--- src/rtl/i2c_slave_regs.sv ---
// rtl/i2c_slave_regs.sv - I2C target serving a register file through a register-pointer protocol
module i2c_slave_regs #(
  parameter logic [6:0] SLAVE_ADDR = 7'h42,
  parameter int         NUM_REGS   = 16
) (
  input  logic       clk,
  input  logic       reset,
  input  logic       scl_in,
  input  logic       sda_in,
  output logic       sda_oe,
  output logic       busy,
  output logic       wr_strobe,
  output logic [7:0] wr_addr,
  output logic [7:0] wr_data,
  input  logic [7:0] host_rd_addr,
  output logic [7:0] host_rd_data
);

  // Pointer width covers 0..NUM_REGS-1; NUM_REGS is 2..256 so this is 1..8 bits.
  localparam int              PW         = $clog2(NUM_REGS);
  localparam logic [8:0]      NUM_REGS_W = 9'(NUM_REGS);
  localparam logic [PW-1:0]   LAST_IDX   = PW'(NUM_REGS - 1);

  typedef enum logic [3:0] {
    S_IDLE,
    S_ADDR,
    S_ACK_A,
    S_REG,
    S_ACK_R,
    S_WDATA,
    S_ACK_W,
    S_RDATA,
    S_MACK,
    S_IDLE_WAIT
  } state_t;

  state_t        state;
  logic          scl_s1, scl_s2, scl_d;
  logic          sda_s1, sda_s2, sda_d;
  logic [7:0]    shift;
  logic [3:0]    bitcnt;
  logic          rw;
  logic [PW-1:0] ptr;
  logic [7:0]    regs [NUM_REGS];

  logic          scl_rise, scl_fall;
  logic          start_det, stop_det;
  logic [7:0]    byte_in;
  logic          last_bit;
  logic [PW-1:0] ptr_next;

  // Two-stage synchronizers plus one delay stage; idle bus level is high.
  always_ff @(posedge clk) begin
    if (reset) begin
      scl_s1 <= 1'b1;
      scl_s2 <= 1'b1;
      scl_d  <= 1'b1;
      sda_s1 <= 1'b1;
      sda_s2 <= 1'b1;
      sda_d  <= 1'b1;
    end else begin
      scl_s1 <= scl_in;
      scl_s2 <= scl_s1;
      scl_d  <= scl_s2;
      sda_s1 <= sda_in;
      sda_s2 <= sda_s1;
      sda_d  <= sda_s2;
    end
  end

  // Bus events derived from the synchronized levels. START/STOP need SCL
  // stable high across both samples so an SDA edge coinciding with an SCL
  // edge is not mistaken for a bus condition.
  always_comb begin
    scl_rise  = scl_s2 & ~scl_d;
    scl_fall  = ~scl_s2 & scl_d;
    start_det = scl_s2 & scl_d & sda_d & ~sda_s2;
    stop_det  = scl_s2 & scl_d & ~sda_d & sda_s2;
    byte_in   = {shift[6:0], sda_s2};
    last_bit  = (bitcnt == 4'd7);
    ptr_next  = (ptr == LAST_IDX) ? '0 : ptr + PW'(1);
  end

  // Protocol FSM: owns the register file, the pointer and all bus-side outputs.
  always_ff @(posedge clk) begin
    if (reset) begin
      state     <= S_IDLE;
      sda_oe    <= 1'b0;
      busy      <= 1'b0;
      wr_strobe <= 1'b0;
      wr_addr   <= 8'h00;
      wr_data   <= 8'h00;
      shift     <= 8'h00;
      bitcnt    <= 4'd0;
      rw        <= 1'b0;
      ptr       <= '0;
      for (int i = 0; i < NUM_REGS; i++) begin
        regs[i] <= 8'h00;
      end
    end else begin
      wr_strobe <= 1'b0;
      if (start_det) begin
        // START (or repeated START) takes priority over a simultaneous STOP.
        state  <= S_ADDR;
        sda_oe <= 1'b0;
        busy   <= 1'b0;
        bitcnt <= 4'd0;
      end else if (stop_det) begin
        state  <= S_IDLE;
        sda_oe <= 1'b0;
        busy   <= 1'b0;
      end else begin
        case (state)
          S_ADDR, S_REG, S_WDATA: begin
            if (scl_rise) begin
              shift  <= byte_in;
              bitcnt <= bitcnt + 4'd1;
              if (last_bit) begin
                bitcnt <= 4'd0;
                case (state)
                  S_ADDR: begin
                    if (byte_in[7:1] == SLAVE_ADDR) begin
                      state <= S_ACK_A;
                      busy  <= 1'b1;
                      rw    <= byte_in[0];
                    end else begin
                      // Not ours: stay silent until the next START.
                      state <= S_IDLE;
                    end
                  end
                  S_REG: begin
                    ptr   <= PW'({1'b0, byte_in} % NUM_REGS_W);
                    state <= S_ACK_R;
                  end
                  default: begin
                    regs[ptr] <= byte_in;
                    wr_strobe <= 1'b1;
                    wr_addr   <= 8'(ptr);
                    wr_data   <= byte_in;
                    ptr       <= ptr_next;
                    state     <= S_ACK_W;
                  end
                endcase
              end
            end
          end

          S_ACK_A, S_ACK_R, S_ACK_W: begin
            // First SCL fall pulls SDA low for the ACK, second one ends it.
            if (scl_fall) begin
              if (!sda_oe) begin
                sda_oe <= 1'b1;
              end else begin
                bitcnt <= 4'd0;
                if (state == S_ACK_A && rw) begin
                  // Read: bit 7 goes out on this same fall.
                  state  <= S_RDATA;
                  sda_oe <= ~regs[ptr][7];
                  shift  <= {regs[ptr][6:0], 1'b0};
                end else begin
                  sda_oe <= 1'b0;
                  state  <= (state == S_ACK_A) ? S_REG : S_WDATA;
                end
              end
            end
          end

          S_RDATA: begin
            // bitcnt counts SCL rises, i.e. bits the master has sampled.
            if (scl_rise) begin
              bitcnt <= bitcnt + 4'd1;
            end else if (scl_fall) begin
              if (bitcnt == 4'd8) begin
                sda_oe <= 1'b0;
                ptr    <= ptr_next;
                state  <= S_MACK;
              end else begin
                sda_oe <= ~shift[7];
                shift  <= {shift[6:0], 1'b0};
              end
            end
          end

          S_MACK: begin
            if (scl_rise) begin
              if (!sda_s2) begin
                state  <= S_RDATA;
                bitcnt <= 4'd0;
                shift  <= regs[ptr];
              end else begin
                state <= S_IDLE_WAIT;
              end
            end
          end

          S_IDLE, S_IDLE_WAIT: begin
            sda_oe <= 1'b0;
          end

          default: begin
            state  <= S_IDLE;
            sda_oe <= 1'b0;
          end
        endcase
      end
    end
  end

  // Host read port: registered, so a same-cycle bus write yields the old value.
  always_ff @(posedge clk) begin
    if (reset) begin
      host_rd_data <= 8'h00;
    end else if ({1'b0, host_rd_addr} < NUM_REGS_W) begin
      host_rd_data <= regs[host_rd_addr[PW-1:0]];
    end else begin
      host_rd_data <= 8'h00;
    end
  end

endmodule

--- config.mk ---
export PLATFORM = sky130hd
export DESIGN_NAME = i2c_slave_regs
export DESIGN_NICKNAME = d
export VERILOG_FILES = /design/src/rtl/i2c_slave_regs.sv
export SDC_FILE = /design/constraint.sdc
export NUM_CORES = 1
export LEC_CHECK = 0
export ABC_AREA = 1
export BUFFER_PORTS_ARGS = -buffer_cell sky130_fd_sc_hd__buf_2
export CORE_UTILIZATION = 35
export CTS_CLUSTER_SIZE = 25
export DETAILED_ROUTE_END_ITERATION = 12
export PLACE_DENSITY = 0.53
export SLEW_MARGIN = 15
export SYNTH_ARGS = -nofsm -noshare
export SYNTH_HDL_FRONTEND = slang
export SYNTH_SLANG_ARGS = --single-unit
--- constraint.sdc ---
create_clock -name clk -period 3 [get_ports clk]
set_clock_uncertainty 0.05 [all_clocks]
set_input_delay 0.6 -clock clk [delete_from_list [all_inputs] [get_ports clk]]
set_output_delay 0.6 -clock clk [all_outputs]
set_load 0.02 [all_outputs]
Yosys cells after proc, flatten, opt, wreduce, memory -nomap -nowiden
Memories as Yosys holds them, arrays and structs flattened. A register that Yosys moved wholly into a read port is not among the register bits.
Cells that the tools add are included.
{ "word_totals": {"ff_bits": 42, "mem_bits_rw": 128, "out_inout_bits": 27, "mem_count": 1} }
{ "mem_list": {"columns": ["memory", "depth", "width", "read_ports", "rd_ports_with_merged_regs", "wr", "line", "text"], "rows": [
  ["regs", 16, 8, 2, 2, 16, "44", "logic [7:0] regs [NUM_REGS];"]
]} }
{ "classes": {"n_addsub": 2, "n_lt_le_gt_ge": 1, "eq_ne": 35, "mux": 64, "bitwise_logic": 19, "n_reduce_logical": 22} }
{ "ops": {"columns": ["op", "count"], "rows": [
  ["$mux 4", 25],
  ["$mux 8", 10],
  ["$ne 4x4->1 const B", 8],
  ["$pmux 8 s4", 1],
  ["$reduce_and 9->1", 3],
  ["$ne 2x2->1 const B", 13],
  ["$pmux 4 s2", 3],
  ["$eq 4x3->1 const B", 5],
  ["$pmux 4 s5", 1],
  ["$mux 1", 19],
  ["$eq 4x4->1 const B", 4],
  ["$pmux 4 s4", 1],
  ["$not 1->1", 12],
  ["$reduce_and 12->1", 1],
  ["$reduce_or 3->1", 3],
  ["$add 4x1->4 const B", 2],
  ["$eq 4x2->1 const B", 2],
  ["$lt 8x5->1 const B", 1],
  ["$reduce_and 8->1", 1],
  ["$reduce_or 2->1", 4],
  ["$reduce_or 8->1", 1],
  ["$and 1x1->1", 7],
  ["$eq 7x7->1 const B", 1],
  ["$reduce_and 7->1", 1],
  ["13 further kinds", 14]
]} }

Logic depth before layout (Yosys ltp)
Gate-level depths: netlist (run 1).
{ "depth": {"word_depth": 12, "mapped_depth": 13, "mapped_depth_nobuf": 11} }

Worst setup path before layout (run 1)
OpenSTA, ideal clock, no wires.
{ "synth_timing": {"path_kind": "flip-flop to flip-flop", "start": "register bitcnt[0]", "end": "memory regs[5][0], enable pin", "setup_time_ns": 0.329, "arrival_time_ns": 1.687, "t_required_ns": 2.621, "path_slack_ns": 0.934, "path_stages_with_launch": 12, "period_less_slack_ns": 2.066, "path_cell_list": "dfxtp_1 ha_1 nand2_1 nor2_2 nand2_1 nor2_4 inv_2 nor2_8 inv_4 nor2_8 nand2_2 nand2_1"} }
{ "synth_rtl": {"columns": ["element", "line", "text"], "rows": [
  ["from (decl)", "41", "logic [3:0] bitcnt;"],
  ["from (signal assigned)", "117", "bitcnt <= bitcnt + 4'd1;"],
  ["from (signal assigned)", "171", "bitcnt <= bitcnt + 4'd1;"],
  ["to (decl)", "44", null]
]} }

==> results of run 1 <==
-- final timing paths --
path	start	to	slack, ns	cells past startpoint
min	scl_in	scl_s1	0.29	2
max	bitcnt[0]	regs[11][5]	0.57	9
max reg2reg	bitcnt[0]	regs[11][5]	0.57	9
min reg2reg	scl_s1	scl_s2	0.36	1
-- power groups by stage --
| stage | Clock, mW | Sequential [mW] | Combinational [mW] |
|---|---|---|---|
| floorplan | 0 | 2.91 | 1.21 |
| global placement | 0 | 3.01 | 1.61 |
| detailed placement | 0 | 3.02 | 1.62 |
| CTS | 2.26 | 2.96 | 1.62 |
| global route | 2.35 | 2.98 | 1.81 |
| finish | 2.24 | 2.96 | 1.63 |
-- metrics by stage --
stage	power (mW)	instance area, um^2	hold slack [ns]	setup WS, ns
CTS	6.85	10800	0.274	0.544
detailed placement	4.63	10300	0.342	0.571
global route	7.15	10800	0.279	0.345
global placement	4.62	10300	0.341	0.625
floorplan	4.13	9720	0.339	0.934
finish	6.83	10800	0.288	0.573
-- kinds of logic after synthesis --
family          share of synthesized area [%]
fa+ha+maj                               0.773
buf+inv                                  7.99
simple gates                             26.4
other cells                            0.0386
compound gates                           13.9
flops                                    50.7
xor+xnor                                0.180
-- state kept, by name, summed over array words and instances, names as in the netlist, 4 cells and up, named ones only --
signal,flops
regs,128
host_rd_data,8
shift,8
wr_data,8
bitcnt,4
ptr,4
state,4
wr_addr,4
-- critical path: stages, from the launching register on --
cell,delay (ns)
dfxtp_1,0.38
ha_1,0.19
nand2_1,0.09
nor2_2,0.17
nand2_1,0.13
nor2_4,0.14
inv_2,0.06
nor2_8,0.13
nand3_1,0.34
nand2_1,0.41
-- metal layers --
layer	share of wire, %	wire [um]	GRT usage, %
met1	48	13900	30.4
met2	46	13400	33.4
met3	4.6	1340	2.60
met4	2.1	629	6.76
met5	0	0	0
-- layout make-up --
cell class | instances | area, um^2 | area share (%)
Clock buffer | 20 | 458 | 4.22
Clock inverter | 12 | 115 | 1.06
Inverter | 119 | 449 | 4.14
Multi-Input combinational cell | 823 | 4020 | 37.1
Sequential cell | 182 | 4930 | 45.4
Tap cell | 372 | 465 | 4.29
Timing Repair Buffer | 61 | 413 | 3.81
-- layout by cell type, fill, tap and decap left out, drive strengths merged, types with 4 or more instances in the layout --
| master | n |
|---|---|
| a211oi | 8 |
| a21oi | 74 |
| buf | 61 |
| clkbuf | 20 |
| clkinv | 11 |
| conb | 4 |
| dfxtp | 54 |
| edfxtp | 128 |
| ha | 6 |
| inv | 117 |
| nand2 | 235 |
| nand3 | 124 |
| nor2 | 190 |
| nor3 | 8 |
| o211ai | 68 |
| o21ai | 77 |
| or2 | 21 |
==> impl_metrics.prom, run 1 <==
# TYPE chip_impl_metric gauge
chip_impl_metric{name="maxClockFrequency",unit="MHz"} 412
chip_impl_metric{name="swShare",unit="%"} 34.1
chip_impl_metric{name="worstPathRequired",unit="ns"} 3.05
chip_impl_metric{name="synth_enable_flop_cells",unit=""} 128
chip_impl_metric{name="post-cts-setup-buffer-count",unit=""} 0
chip_impl_info{name="root_buffer_master",value="clkbuf_16"} 1
chip_impl_metric{name="areaGrowthSynthToFinish",unit="%"} 11.7
chip_impl_metric{name="nFillCells",unit=""} 2769
chip_impl_metric{name="drv.max_cap_violation_count",unit=""} 0
chip_impl_metric{name="first_global_vias",unit=""} 7623
chip_impl_info{name="cp-start-kind",value="register"} 1
chip_impl_metric{name="grt_antenna_before_repair",unit=""} 0
chip_impl_metric{name="design.portCount",unit=""} 39
chip_impl_metric{name="critical_path.max_fanout",unit=""} 9
chip_impl_info{name="outcome",value="completed"} 1
chip_impl_metric{name="routabilityCongestion",unit=""} 0.857
chip_impl_metric{name="dpl.cell_count",unit=""} 1557
chip_impl_metric{name="worstMarginPinSlew",unit="ns"} 0.709
chip_impl_metric{name="peak_supply_drop",unit="mV"} 0.375
chip_impl_metric{name="dr.first_iter.drc_count",unit=""} 948
chip_impl_metric{name="synth.avg_cell_area",unit="um^2"} 8.12
chip_impl_metric{name="syn_inst",unit=""} 1196
chip_impl_info{name="yosys.cell_count.top_type",value="nand2_1"} 1
chip_impl_metric{name="drive_gt1_share",unit="%"} 12.0
chip_impl_metric{name="final_max_slew_viol_count",unit=""} 0
chip_impl_metric{name="vias",unit=""} 8177
chip_impl_metric{name="detail_route.drc_violations",unit=""} 0
chip_impl_metric{name="finalCriticalPeriod",unit="ns"} 2.43
chip_impl_metric{name="fp.coreArea",unit="mm^2"} 0.0271
chip_impl_metric{name="design.die.area",unit="mm^2"} 0.0284
chip_impl_info{name="rsz0062_at_grt",value="false"} 1
chip_impl_metric{name="avgViaCountPerCell",unit=""} 5.15
chip_impl_info{name="dominantRegCellSynth",value="edfxtp_1"} 1
chip_impl_metric{name="cts-resized-gates",unit=""} 0
chip_impl_metric{name="overflow",unit=""} 0
chip_impl_metric{name="cts_made_buffers",unit=""} 17
chip_impl_info{name="setup.worst_path.end_class",value="register"} 1
chip_impl_metric{name="antenna_cells_inserted",unit=""} 0
chip_impl_metric{name="worstSkewPairLatency",unit="ns"} 0.44
chip_impl_metric{name="synthDistinctLibCells",unit=""} 38
chip_impl_metric{name="slew-limit-headroom",unit="%"} 52.7
chip_impl_metric{name="timing.final.setup_violations",unit=""} 0
chip_impl_metric{name="max-clock-path-buffers",unit=""} 2
chip_impl_metric{name="finish.cell_count_without_fillers",unit=""} 1589
chip_impl_info{name="cts_tree",value="done"} 1
chip_impl_metric{name="port_buffers",unit=""} 34
chip_impl_info{name="synth_common_cells",value="nand2_1 (222), nor2_1 (182), edfxtp_1 (128), nand3_1 (121), inv_1 (106)"} 1
chip_impl_metric{name="ys_ff_latch",unit=""} 182
chip_impl_metric{name="dieHeight",unit="um"} 169
chip_impl_metric{name="clock_power_share",unit="%"} 32.8
chip_impl_metric{name="globalRouteTotalUtil",unit="%"} 21.2
chip_impl_metric{name="avgRoutedWirePerCell",unit="um"} 18.5
chip_impl_metric{name="synth.yosys.seq_area_share",unit="%"} 50.7
chip_impl_metric{name="final_nets",unit=""} 1222
chip_impl_metric{name="grt_first_pass_wirelength",unit="um"} 45000
chip_impl_metric{name="htree_levels",unit=""} 4
chip_impl_info{name="synth.area.top_cells",value="edfxtp_1 (40%), dfxtp_1 (11%), nand2_1 (8.6%), nor2_1 (7.0%), nand3_1 (6.2%)"} 1
chip_impl_info{name="critical_setup_path_class",value="register to register"} 1
chip_impl_metric{name="cts_num_sinks",unit=""} 182
chip_impl_metric{name="ant_nets",unit=""} 0
chip_impl_metric{name="grt_start_max_net_pins",unit=""} 66
chip_impl_metric{name="drt-pass1-iter-count",unit=""} 7
chip_impl_metric{name="die_x",unit="um"} 169
chip_impl_metric{name="asyncSetResetFlopFracSynth",unit="%"} 0
chip_impl_metric{name="fin_crit_sh",unit="%"} 80.9
chip_impl_metric{name="final_routed_wirelength_across_all_metal_layers",unit="um"} 29300
chip_impl_metric{name="seq_power_share",unit="%"} 43.4
chip_impl_metric{name="switching_power",unit="mW"} 2.33
chip_impl_metric{name="cts.clk_slew.worst_paths",unit="ns"} 0.07
chip_impl_metric{name="number_of_warnings_printed_during_yosys_synthesis",unit=""} 0
chip_impl_info{name="worst_hold_path_type",value="input pin to register"} 1
chip_impl_metric{name="power.static_leakage",unit="nW"} 4.28
chip_impl_metric{name="post-dp-hpwl",unit="um"} 20200
chip_impl_metric{name="fin_util",unit="%"} 40.0
chip_impl_metric{name="finalHoldViolCount",unit=""} 0
chip_impl_metric{name="synth_top_area_share",unit="%"} 39.6
chip_impl_metric{name="initial_utilization",unit="%"} 35.8
chip_impl_metric{name="cts_hold_buf",unit=""} 0
chip_impl_metric{name="power_report.internal_total",unit="mW"} 4.50
chip_impl_metric{name="p_per_area",unit="mW/mm^2"} 630
chip_impl_metric{name="floorplan.rows",unit=""} 60
chip_impl_metric{name="post_synth_instance_area",unit="mm^2"} 0.00971
chip_impl_metric{name="worstPathArrival",unit="ns"} 2.48
chip_impl_info{name="synth_largest_area_cell",value="edfxtp_1"} 1
chip_impl_metric{name="power.share.combinational",unit="%"} 23.9
chip_impl_metric{name="fin_tns_setup",unit="ns"} 0
Power figures use the tool's default switching activity.
==> run 2, diff against run 1 <==
--- a/config.mk
+++ b/config.mk
@@ -5,12 +5,12 @@
 export SDC_FILE = /design/constraint.sdc
 export NUM_CORES = 1
 export LEC_CHECK = 0
-export ABC_AREA = 1
+export ABC_AREA = 0
 export BUFFER_PORTS_ARGS = -buffer_cell sky130_fd_sc_hd__buf_2
 export CORE_UTILIZATION = 35
 export CTS_CLUSTER_SIZE = 25
 export DETAILED_ROUTE_END_ITERATION = 12
-export PLACE_DENSITY = 0.53
+export PLACE_DENSITY = 0.55
 export SLEW_MARGIN = 15
 export SYNTH_ARGS = -nofsm -noshare
 export SYNTH_HDL_FRONTEND = slang
==> constraint.sdc (replaced) <==
create_clock -name clk -period 2.1 [get_ports clk]
set_clock_uncertainty 0.05 [all_clocks]
set_input_delay 0.42 -clock clk [delete_from_list [all_inputs] [get_ports clk]]
set_output_delay 0.42 -clock clk [all_outputs]
set_load 0.02 [all_outputs]
==> run 2 against run 1 <==
Net effect:
- the flow now finishes with violations (setup timing)
- power up 44%
- sequential power up 40%
- non-clock buffer count up 110
- synthesized cell count down 34%
- clock-buffer cell count down 3
- critical path type unchanged
- largest power group unchanged
- highest routed layer unchanged
==> impl_metrics.prom, run 2 <==
# TYPE chip_impl_metric gauge
chip_impl_info{name="synth_largest_area_cell",value="edfxtp_1"} 1
chip_impl_metric{name="final_max_slew_viol_count",unit=""} 0
chip_impl_metric{name="worstMarginPinSlew",unit="ns"} 0.659
chip_impl_metric{name="vias",unit=""} 7175
chip_impl_metric{name="synth_enable_flop_cells",unit=""} 128
chip_impl_info{name="critical_setup_path_class",value="register to register"} 1
chip_impl_metric{name="first_global_vias",unit=""} 6961
chip_impl_metric{name="power_report.internal_total",unit="mW"} 6.86
chip_impl_info{name="cts_tree",value="done"} 1
chip_impl_metric{name="routabilityCongestion",unit=""} 0.893
chip_impl_metric{name="final_nets",unit=""} 932
chip_impl_info{name="yosys.cell_count.top_type",value="edfxtp_1"} 1
chip_impl_info{name="rsz0062_at_grt",value="true"} 1
chip_impl_info{name="synth_common_cells",value="edfxtp_1 (128), and2_1 (102), mux4_2 (62), dfxtp_1 (54), clkbuf_1 (47)"} 1
chip_impl_info{name="failed_checks",value="setup timing"} 1
chip_impl_metric{name="nFillCells",unit=""} 2463
chip_impl_metric{name="final_routed_wirelength_across_all_metal_layers",unit="um"} 29000
chip_impl_metric{name="synth.yosys.seq_area_share",unit="%"} 50.7
chip_impl_metric{name="grt_antenna_before_repair",unit=""} 1
chip_impl_metric{name="seq_power_share",unit="%"} 42.1
chip_impl_metric{name="swShare",unit="%"} 30.2
chip_impl_metric{name="floorplan.rows",unit=""} 60
chip_impl_metric{name="synth.avg_cell_area",unit="um^2"} 12.2
chip_impl_metric{name="power.static_leakage",unit="nW"} 4.39
chip_impl_metric{name="die_x",unit="um"} 169
chip_impl_metric{name="p_per_area",unit="mW/mm^2"} 797
chip_impl_metric{name="fin_crit_sh",unit="%"} 103
chip_impl_metric{name="initial_utilization",unit="%"} 35.9
chip_impl_metric{name="drt-pass1-iter-count",unit=""} 5
chip_impl_metric{name="dpl-instance-area",unit="mm^2"} 0.0113
chip_impl_metric{name="dr.first_iter.drc_count",unit=""} 675
chip_impl_metric{name="grt_first_pass_wirelength",unit="um"} 43800
chip_impl_metric{name="worstSkewPairLatency",unit="ns"} 0.45
chip_impl_metric{name="grt_start_max_net_pins",unit=""} 38
chip_impl_metric{name="worstPathRequired",unit="ns"} 2.43
chip_impl_metric{name="worstPathArrival",unit="ns"} 2.49
chip_impl_metric{name="cts.clk_slew.worst_paths",unit="ns"} 0.08
chip_impl_metric{name="globalRouteTotalUtil",unit="%"} 21.0
chip_impl_metric{name="avgViaCountPerCell",unit=""} 5.52
chip_impl_metric{name="fin_tns_setup",unit="ns"} -0.0867
chip_impl_metric{name="drive_gt1_share",unit="%"} 39.7
chip_impl_metric{name="synth_top_area_share",unit="%"} 39.6
chip_impl_info{name="cp-start-kind",value="register"} 1
chip_impl_metric{name="synthDistinctLibCells",unit=""} 72
chip_impl_metric{name="asyncSetResetFlopFracSynth",unit="%"} 0
chip_impl_metric{name="finalCriticalPeriod",unit="ns"} 2.16
chip_impl_metric{name="critical_path.max_fanout",unit=""} 6
chip_impl_metric{name="overflow",unit=""} 0
chip_impl_metric{name="cts_num_sinks",unit=""} 182
chip_impl_metric{name="dieHeight",unit="um"} 169
chip_impl_metric{name="fin_ws",unit="ns"} -0.0552
chip_impl_metric{name="ant_nets",unit=""} 0
chip_impl_metric{name="power.share.combinational",unit="%"} 23.8
chip_impl_info{name="setup.worst_path.end_class",value="register"} 1
chip_impl_metric{name="finalHoldViolCount",unit=""} 0
chip_impl_metric{name="post_synth_instance_area",unit="mm^2"} 0.00972
chip_impl_metric{name="detail_route.drc_violations",unit=""} 0
chip_impl_metric{name="slew-limit-headroom",unit="%"} 55.6
chip_impl_info{name="mostFrequentLayoutCells",value="edfxtp_1 (128), buf_4 (109), and2_1 (101), mux4_2 (62), dfxtp_1 (47)"} 1
chip_impl_metric{name="htree_levels",unit=""} 4
chip_impl_info{name="largest_register",value="regs"} 1
chip_impl_metric{name="port_buffers",unit=""} 34
chip_impl_metric{name="max-clock-path-buffers",unit=""} 2
chip_impl_metric{name="post-dp-hpwl",unit="um"} 21100
chip_impl_metric{name="design.portCount",unit=""} 39
chip_impl_info{name="outcome",value="complete, but fails checks"} 1
chip_impl_info{name="worst_hold_path_type",value="input pin to register"} 1
chip_impl_info{name="root_buffer_master",value="clkbuf_16"} 1
chip_impl_metric{name="drv.max_cap_violation_count",unit=""} 0
chip_impl_metric{name="syn_inst",unit=""} 794
chip_impl_metric{name="design.die.area",unit="mm^2"} 0.0284
chip_impl_metric{name="number_of_warnings_printed_during_yosys_synthesis",unit=""} 0
chip_impl_metric{name="timing.final.setup_violations",unit=""} 3
chip_impl_metric{name="peak_supply_drop",unit="mV"} 0.615
chip_impl_metric{name="switching_power",unit="mW"} 2.96
chip_impl_info{name="dominantRegCellSynth",value="edfxtp_1"} 1
chip_impl_metric{name="ys_ff_latch",unit=""} 182
chip_impl_info{name="layout_commonest_cell",value="edfxtp_1"} 1
chip_impl_info{name="synth.area.top_cells",value="edfxtp_1 (40%), mux4_2 (14%), dfxtp_1 (11%), and2_1 (6.6%), clkbuf_1 (1.8%)"} 1
chip_impl_metric{name="areaGrowthSynthToFinish",unit="%"} 26.9
chip_impl_metric{name="avgRoutedWirePerCell",unit="um"} 22.3
chip_impl_metric{name="flip_flop_count_of_the_largest_register_all_copies_and_words_added",unit=""} 128
chip_impl_metric{name="final_cell_area",unit="mm^2"} 0.0123
chip_impl_metric{name="maxClockFrequency",unit="MHz"} 464
chip_impl_metric{name="cts_made_buffers",unit=""} 17
chip_impl_metric{name="fp.coreArea",unit="mm^2"} 0.0271
chip_impl_metric{name="clock_power_share",unit="%"} 34.1
chip_impl_info{name="timing.hold.worst.start",value="scl_in"} 1
[run 2: routing by layer]
| layer | GRT usage, % | share of wire [%] | vias up |
|---|---|---|---|
| met3 | 3.48 | 5.9 | 39 |
| li1 | - | - | 3263 |
| met1 | 28.5 | 44 | 3616 |
| met5 | 0 | 0 | - |
| met2 | 33.5 | 48 | 257 |
| met4 | 8.30 | 2.9 | 0 |
[run 2: final timing paths]
check | to | slack (ns) | cells after the start
worst max-delay path | sda_oe | -0.06 | 6
worst min-delay path | scl_s1 | 0.11 | 2
worst max register to register | sda_oe | -0.06 | 6
worst min register to register | scl_s2 | 0.36 | 1
[run 2: worst max-delay path, stage by stage, from the launching register on]
cell and delay, ns:
dfxtp_4 0.40, buf_12 0.15, buf_6 0.13, mux4_2 0.54
nor3b_2 0.20, or4b_1 0.49, a21oi_1 0.14
[run 2: power by group through the flow]
stage	Combinational (mW)	Sequential (mW)	Clock (mW)
floorplan	1.30	4.14	0
global placement	2.10	4.21	0
detailed placement	2.09	4.21	0
CTS	2.14	4.13	3.40
global route	2.51	4.16	3.52
finish	2.34	4.14	3.35
[run 2: cell type report]
type	instances	area (um^2)	share of cell area [%]
Inverter	10	37.5	0.304
Multi-Input combinational cell	532	4800	38.9
Clock inverter	15	180	1.46
Clock buffer	17	425	3.45
Antenna cell	1	2.50	0.0203
Timing Repair Buffer	171	1480	12.0
Tap cell	372	465	3.77
Sequential cell	182	4940	40.0
[run 2: through the flow]
step | total power [mW] | std cells | utilization [%] | worst slack, ns | hold WS (ns)
global route | 10.2 | 1300 | 45.5 | -0.0968 | 0.110
CTS | 9.67 | 1291 | 44.3 | -0.0746 | 0.109
detailed placement | 6.30 | 1255 | 41.6 | -0.125 | 0.349
global placement | 6.30 | 1255 | 41.6 | -0.124 | 0.348
finish | 9.83 | 1300 | 45.5 | -0.0552 | 0.112
floorplan | 5.44 | 797 | - | -0.0962 | 0.339
[run 2: cells by family after synthesis]
logic type                 after synthesis  synth area share, %
and+or+nand+nor                        299                 17.2
adders and majority gates                6                0.773
buffers and inverters                   83                 3.98
DFF                                    182                 50.7
xor gates and xnor gates                 2                0.180
AOI/OAI and AO/OA                      130                 9.57
other                                    1               0.0386
muxes                                   91                 17.5
[run 2: timing repair]
| item | in CTS | in global routing |
|---|---|---|
| resized for setup | 21 | 62 |
| cloned | 1 | 1 |
| pin swaps | 4 | 9 |
| setup endpoints to repair | 92 | 206 |
| buffers inserted | 3 | 8 |
| hold buffers | 0 | 0 |
